===== src/rtl/rtc_hms_counter_pkg.sv =====
// Shared constants, time struct and BCD helpers for the HH:MM:SS time-of-day counter.
package rtc_pkg;

    localparam int unsigned TIME_W           = 24;
    localparam logic [3:0]  BCD_MAX_SEC_TENS = 4'd5;
    localparam logic [3:0]  BCD_MAX_MIN_TENS = 4'd5;
    localparam logic [3:0]  BCD_NINE         = 4'd9;

    typedef struct packed {
        logic [7:0] hh;
        logic [7:0] mm;
        logic [7:0] ss;
    } rtc_time_t;

    function automatic logic is_bcd(input logic [3:0] nibble);
        return nibble <= BCD_NINE;
    endfunction

    function automatic logic bcd8_ok(input logic [7:0] v);
        return is_bcd(v[7:4]) && is_bcd(v[3:0]);
    endfunction

    function automatic logic [7:0] to_bcd8(input int unsigned v);
        return {4'(v / 10), 4'(v % 10)};
    endfunction

endpackage


===== src/rtl/rtc_hms_counter_if.sv =====
// Control, load and time/strobe bundle between the RTC counter and its driver.
interface rtc_hms_counter_if;
    import rtc_pkg::*;

    logic       sec_in;
    logic       en;
    logic       load;
    logic [7:0] load_hh;
    logic [7:0] load_mm;
    logic [7:0] load_ss;
    logic [7:0] hh;
    logic [7:0] mm;
    logic [7:0] ss;
    logic       sec_pulse;
    logic       min_pulse;
    logic       hour_pulse;
    logic       day_pulse;
    logic       load_err;

    modport master (
        output sec_in, en, load, load_hh, load_mm, load_ss,
        input  hh, mm, ss, sec_pulse, min_pulse, hour_pulse, day_pulse, load_err
    );

    modport slave (
        input  sec_in, en, load, load_hh, load_mm, load_ss,
        output hh, mm, ss, sec_pulse, min_pulse, hour_pulse, day_pulse, load_err
    );

endinterface


===== src/rtl/rtc_hms_counter_bcd_digit.sv =====
// One BCD digit counting 0..MAX with parallel load; carry is raised combinationally on the wrapping increment.
module bcd_digit
    import rtc_pkg::*;
#(
    parameter logic [3:0] MAX = BCD_NINE
) (
    input  logic       clk,
    input  logic       rst,
    input  logic       inc,
    input  logic       load,
    input  logic [3:0] ld_val,
    output logic [3:0] q,
    output logic       carry
);

    logic [3:0] q_q, q_d;

    assign carry = inc & (q_q == MAX);
    assign q     = q_q;

    always_comb begin
        q_d = q_q;
        if (load)
            q_d = ld_val;
        else if (inc)
            q_d = carry ? 4'd0 : q_q + 4'd1;
    end

    always_ff @(posedge clk) begin
        if (rst) q_q <= 4'd0;
        else     q_q <= q_d;
    end

endmodule


===== src/rtl/rtc_hms_counter.sv =====
// BCD 24-hour time-of-day counter advanced by rising edges (or strobes) of the 1 Hz divider output,
// with validated parallel set and registered rollover strobes.
module rtc_hms_counter
    import rtc_pkg::*;
#(
    parameter bit          STROBE_IN = 1'b0,
    parameter int unsigned HOUR_MAX  = 23
) (
    input  logic               clk,
    input  logic               rst,
    rtc_hms_counter_if.slave   bus
);

    localparam logic [7:0] HOUR_MAX_BCD = to_bcd8(HOUR_MAX);

    logic             sec_q;
    logic             tick, cnt;
    logic             load_valid, ld_ok, ld_bad;
    logic [3:0]       dinc, dcy;
    logic [3:0][3:0]  dq, dld;
    logic [7:0]       hh_q, hh_d;
    logic             hour_inc, hour_wrap, hh_units_wrap;
    logic             sec_pulse_q, min_pulse_q, hour_pulse_q, day_pulse_q, load_err_q;

    // Resets high so a divider output already high at reset release is not mistaken for an edge.
    always_ff @(posedge clk) begin
        if (rst) sec_q <= 1'b1;
        else     sec_q <= bus.sec_in;
    end

    assign tick = STROBE_IN ? bus.sec_in : (bus.sec_in & ~sec_q);
    assign cnt  = tick & bus.en & ~bus.load;

    assign load_valid = bcd8_ok(bus.load_hh) && bcd8_ok(bus.load_mm) && bcd8_ok(bus.load_ss)
                     && (bus.load_ss <= 8'h59) && (bus.load_mm <= 8'h59)
                     && (bus.load_hh <= HOUR_MAX_BCD);
    assign ld_ok  = bus.load & load_valid;
    assign ld_bad = bus.load & ~load_valid;

    // Digit order: 0 ss units, 1 ss tens, 2 mm units, 3 mm tens; each digit's carry feeds the next.
    assign dld  = {bus.load_mm[7:4], bus.load_mm[3:0], bus.load_ss[7:4], bus.load_ss[3:0]};
    assign dinc = {dcy[2:0], cnt};

    for (genvar k = 0; k < 4; k++) begin : g_digit
        localparam logic [3:0] DMAX = (k == 1) ? BCD_MAX_SEC_TENS :
                                      (k == 3) ? BCD_MAX_MIN_TENS : BCD_NINE;
        bcd_digit #(.MAX(DMAX)) u_digit (
            .clk    (clk),
            .rst    (rst),
            .inc    (dinc[k]),
            .load   (ld_ok),
            .ld_val (dld[k]),
            .q      (dq[k]),
            .carry  (dcy[k])
        );
    end

    // Hours units wrap at 9, or at 3 in the twenties, so this digit pair cannot reuse bcd_digit.
    assign hour_inc      = dcy[3];
    assign hour_wrap     = hour_inc & (hh_q == HOUR_MAX_BCD);
    assign hh_units_wrap = (hh_q[3:0] == BCD_NINE) || (hh_q[7:4] == 4'd2 && hh_q[3:0] == 4'd3);

    always_comb begin
        hh_d = hh_q;
        if (ld_ok)
            hh_d = bus.load_hh;
        else if (hour_wrap)
            hh_d = 8'h00;
        else if (hour_inc)
            hh_d = hh_units_wrap ? {hh_q[7:4] + 4'd1, 4'd0} : {hh_q[7:4], hh_q[3:0] + 4'd1};
    end

    always_ff @(posedge clk) begin
        if (rst) begin
            hh_q         <= 8'h00;
            sec_pulse_q  <= 1'b0;
            min_pulse_q  <= 1'b0;
            hour_pulse_q <= 1'b0;
            day_pulse_q  <= 1'b0;
            load_err_q   <= 1'b0;
        end else begin
            hh_q         <= hh_d;
            sec_pulse_q  <= cnt;
            min_pulse_q  <= dcy[1];
            hour_pulse_q <= dcy[3];
            day_pulse_q  <= hour_wrap;
            load_err_q   <= ld_bad;
        end
    end

    assign bus.hh         = hh_q;
    assign bus.mm         = {dq[3], dq[2]};
    assign bus.ss         = {dq[1], dq[0]};
    assign bus.sec_pulse  = sec_pulse_q;
    assign bus.min_pulse  = min_pulse_q;
    assign bus.hour_pulse = hour_pulse_q;
    assign bus.day_pulse  = day_pulse_q;
    assign bus.load_err   = load_err_q;

endmodule


===== src/flat_wrapper.sv =====
// flat-port wrapper written by rule: the top's interface ports become plain ports
module rtc_hms_counter_flat import rtc_pkg::*;
#(
    parameter bit          STROBE_IN = 1'b0,
    parameter int unsigned HOUR_MAX  = 23
)
  (clk, rst, bus_sec_in, bus_en, bus_load, bus_load_hh, bus_load_mm, bus_load_ss, bus_hh, bus_mm, bus_ss, bus_sec_pulse, bus_min_pulse, bus_hour_pulse, bus_day_pulse, bus_load_err);
  rtc_hms_counter_if bus_i ();
  input  logic clk;
  input  logic rst;
  input wire logic [$bits(bus_i.sec_in)-1:0] bus_sec_in;
  input wire logic [$bits(bus_i.en)-1:0] bus_en;
  input wire logic [$bits(bus_i.load)-1:0] bus_load;
  input wire logic [$bits(bus_i.load_hh)-1:0] bus_load_hh;
  input wire logic [$bits(bus_i.load_mm)-1:0] bus_load_mm;
  input wire logic [$bits(bus_i.load_ss)-1:0] bus_load_ss;
  output wire logic [$bits(bus_i.hh)-1:0] bus_hh;
  output wire logic [$bits(bus_i.mm)-1:0] bus_mm;
  output wire logic [$bits(bus_i.ss)-1:0] bus_ss;
  output wire logic [$bits(bus_i.sec_pulse)-1:0] bus_sec_pulse;
  output wire logic [$bits(bus_i.min_pulse)-1:0] bus_min_pulse;
  output wire logic [$bits(bus_i.hour_pulse)-1:0] bus_hour_pulse;
  output wire logic [$bits(bus_i.day_pulse)-1:0] bus_day_pulse;
  output wire logic [$bits(bus_i.load_err)-1:0] bus_load_err;
  assign bus_i.sec_in = bus_sec_in;
  assign bus_i.en = bus_en;
  assign bus_i.load = bus_load;
  assign bus_i.load_hh = bus_load_hh;
  assign bus_i.load_mm = bus_load_mm;
  assign bus_i.load_ss = bus_load_ss;
  assign bus_hh = bus_i.hh;
  assign bus_mm = bus_i.mm;
  assign bus_ss = bus_i.ss;
  assign bus_sec_pulse = bus_i.sec_pulse;
  assign bus_min_pulse = bus_i.min_pulse;
  assign bus_hour_pulse = bus_i.hour_pulse;
  assign bus_day_pulse = bus_i.day_pulse;
  assign bus_load_err = bus_i.load_err;
  rtc_hms_counter #(.STROBE_IN(STROBE_IN), .HOUR_MAX(HOUR_MAX)) u_core (.clk(clk), .rst(rst), .bus(bus_i));
endmodule

===== config.mk =====
export PLATFORM = sky130hd
export DESIGN_NAME = rtc_hms_counter_flat
export DESIGN_NICKNAME = d
export VERILOG_FILES = /design/src/rtl/rtc_hms_counter_pkg.sv /design/src/rtl/rtc_hms_counter_if.sv /design/src/rtl/rtc_hms_counter_bcd_digit.sv /design/src/rtl/rtc_hms_counter.sv /design/src/flat_wrapper.sv
export SDC_FILE = /design/constraint.sdc
export NUM_CORES = 1
export LEC_CHECK = 0
export CAP_MARGIN = 20
export CORE_MARGIN = 2
export CORE_UTILIZATION = 35
export CTS_CLUSTER_SIZE = 30
export DETAILED_ROUTE_END_ITERATION = 16
export HOLD_SLACK_MARGIN = 0.02
export PLACE_DENSITY = 0.64
export SETUP_SLACK_MARGIN = 0.15
export SYNTH_ARGS = -nofsm -noshare
export SYNTH_HDL_FRONTEND = slang
export SYNTH_HIERARCHICAL = 1
export SYNTH_SLANG_ARGS = --single-unit

===== constraint.sdc =====
create_clock -name clk -period 5.1 [get_ports clk]
set_input_delay 0.765 -clock clk [delete_from_list [all_inputs] [get_ports clk]]
set_output_delay 0.765 -clock clk [all_outputs]
set_load 0.05 [all_outputs]

==> summary.txt <==
Run status
  – Outcome: finished, final reports clean

Route
  – Routed len/inst: between 10 and 15 µm
  – Post-route ant nets: 0
  – Routed WL: approximately 4.5 mm
  – Via count: between 1500 and 2000
  – DRT Pass-1 Iters: 4
  – Via density per instance: ~5.0
  – Drt initial violations: around 120
  – Residual DRC: 0

Timing
  – Final count of pins violating max slew: 0
  – Crit path time final: 3.71 ns
  – Max Clock Skew: 0.00742 ns
  – Fin Setup TNS: 0 ns
  – RSZ-0062 raised after global routing: false
  – Slew HR: between 50% and 60%
  – Least-Margin Pin Slew: 0.657 ns
  – Fmax: 0.269 GHz
  – Final setup fails: 0
  – Final hold violations: 0
  – Ratio of final minimum period to clock period: between 70% and 80%

Clock tree
  – H-Tree Depth: 2
  – Clk sink count: 30
  – CTS tree: done
  – Post-CTS Resized: 0
  – Clk_lat worst skew: 0.28 ns
  – Post-CTS Setup Bufs: 0
  – Cts hold-fix bufs: 0
  – Max clock buf depth: 2
  – Num CTS Buffers: 5
  – Clock-pin slew on the worst setup and hold paths: roughly 0.070 ns
  – Root Buffer: clkbuf_8

Layout
  – Final nets: 313
  – Fill cells: between 500 and 600
  – Diodes inserted: 0
  – Layout cells sized above 1: between 8 and 9%
  – Area grow syn2layout: 41.3%
  – Final cell count without fillers: roughly 340

Synth
  – Seq cells post-synth: 30
  – Top-area cell type share of the netlist area: between 30% and 40%
  – Cell taking the most area after synthesis: dfxtp_1
  – Asr flop ratio synth: 0%
  – Largest cells by area after synthesis: dfxtp_1 (33%), ha_1 (8.3%), a21oi_1 (6.4%)
  – Post-synth net total: ~250
  – EDFF count, synth: 0
  – Most frequently used flop master after synthesis: dfxtp_1
  – Synth warnings: 6
  – Synthesized area: 1800 µm²
  – Post-Synthesis Cells: roughly 210
  – Synth cell count leaders: dfxtp_1 (30), a21oi_1 (23), inv_1 (14)
  – Cell with the most instances after synthesis: dfxtp_1
  – Library cells used by synthesis: between 40 and 50
  – Sequential-to-total area share from yosys stat: about a third
  – Syn Area/Cell: ~8.4 µm²

Worst setup path
  – Crit-path max cell delay: between 0.4 and 0.5 ns
  – Worst EP arrival: between 3 and 4 ns
  – Worst Path Required: 5.33 ns
  – CP Launch Type: input port
  – Delay-heaviest family, CP: simple AND/OR/NAND/NOR gates
  – Max FO, Critical Path: 11
  – CP Cell Sequence: clkdlybuf4s50_1 > nor4bb_1 > buf_4 > inv_2 > nor2_1 > and3_2 > inv_2 > nor2_1 > and3_2 > nand2_1 > or4_1 > a2bb2oi_1 > o21a_1
  – CP bufs+invs: 4
  – Worst Setup End Kind: flop
  – Critical setup path kind: input port to flop
  – Slowest cell on crit path: clkdlybuf4s50_1

Floorplan
  – Starting Density: 35.7%
  – Core Area: 5040 µm²
  – Die H: 75.7 µm
  – Io pins: between 50 and 60
  – Row Count: 26
  – Full die area: about 5700 µm²
  – DIE WIDTH: between 70 and 80 µm

Power and ir drop
  – Leakage: 0.928 nW
  – Seq pwr share: 48.5%
  – PD cells: ~190 nW/µm²
  – Switching portion of total power: a little under a quarter
  – Clock share of power: around two fifths
  – Power Total: a little under 0.5 mW
  – Internal: approximately 0.37 mW
  – Gate power share: 10.9%
  – P_sw: 0.118 mW
  – Worst VDD drop: 91.3 µV

Place
  – DP HPWL: about 3.3 mm
  – Dpl cells: 335
  – Placer Congestion: 0.796
  – PortBufs: between 50 and 60

Global route
  – Global route total overflow: 0
  – First-pass GRT wire length: around 7.4 mm
  – Pin count of the biggest net entering global routing: 33
  – Initial antenna violation count: 0
  – Total GRT Usage: approximately 17%
  – Vias in the first global route: 1617

Job
  – Max-Cap Viols: 0

Hold path
  – Hold WC Path Type: flop to flop
-- cell families (layout without fill, tap and decap cells) --
logic type,after synthesis,in the layout,share of synthesized area (%)
buf+inv,26,86,5.49
mux,3,3,1.67
compound gates,58,58,21.1
fa+ha+maj,12,12,8.34
flops,30,30,33.4
simple gates,78,78,27.1
xor+xnor,6,6,2.92
-- tightest hold or removal path, delay by kind of cell (launching register included) --
| kind | cells | cell delay [ns] |
|---|---|---|
| flip-flops | 1 | 0.34 |
| XOR/XNOR | 1 | 0.16 |
| AND/OR/NAND/NOR | 1 | 0.05 |
-- flip-flops by register name, indices dropped and copies added, names as in the netlist --
name	flops
u_core/bus.min_pulse	1
u_core/sec_q	1
u_core/bus.hh	8
u_core/bus.day_pulse	1
u_core/bus.hour_pulse	1
u_core/g_digit.u_digit/q	16
u_core/bus.load_err	1
u_core/bus.sec_pulse	1
-- path summary, 6_finish.rpt --
check,endpoint,slack [ns],depth (start not counted),start
worst min register to register,u_core/bus.hh[6]$_SDFFE_PP0P_,0.59,2,u_core/bus.hh[6]$_SDFFE_PP0P_
worst min-delay path,u_core/bus.hh[6]$_SDFFE_PP0P_,0.59,2,u_core/bus.hh[6]$_SDFFE_PP0P_
worst max register to register,u_core/bus.hh[2]$_SDFFE_PP0P_,2.02,12,u_core/sec_q$_SDFF_PP1_
worst max-delay path,u_core/bus.hh[2]$_SDFFE_PP0P_,1.39,13,bus_en
-- power by group through the flow --
stage	clock network, mW	registers, mW	logic, mW
CTS	0.207	0.239	0.0537
global route	0.213	0.239	0.0578
finish	0.200	0.239	0.0537
global placement	0	0.244	0.0532
floorplan	0	0.250	0.0123
detailed placement	0	0.244	0.0536
-- placed cells by master (no fill, tap or decap), drive strengths merged, types with 7 or more instances in the layout --
master	n
dfxtp	30
clkdlybuf4s50	57
clkbuf	7
a21oi	23
nor2b	9
nor3	11
nand3	8
inv	18
ha	12
nand2	11
-- final cells by class --
cell class,instances,area [µm²],share of cell area [%]
Clock inverter,1,5.00,0.197
Timing Repair Buffer,60,593,23.3
Multi-Input combinational cell,157,1100,43.4
Sequential cell,30,601,23.6
Inverter,18,67.6,2.66
Clock buffer,7,86.3,3.40
Tap cell,70,87.6,3.44
-- stage by stage --
| stage | util (%) | hold WS [ns] | area (µm²) | setup WS [ns] |
|---|---|---|---|---|
| floorplan | - | 0.570 | 1800 | 1.55 |
| global placement | 48.6 | 0.568 | 2450 | 1.27 |
| detailed placement | 48.6 | 0.578 | 2450 | 1.13 |
| CTS | 50.4 | 0.595 | 2540 | 1.41 |
| global route | 50.4 | 0.646 | 2540 | 1.07 |
| finish | 50.4 | 0.592 | 2540 | 1.39 |
-- layer usage --
layer / wire (µm) / up-vias / GRT usage [%]
li1: - / 893 / -
met1: 2160 / 789 / 22.8
met2: 2120 / 37 / 26.9
met3: 183 / 7 / 3.57
met4: 63 / 0 / 7.02
met5: 0 / - / 0
Power figures use the tool's default switching activity.
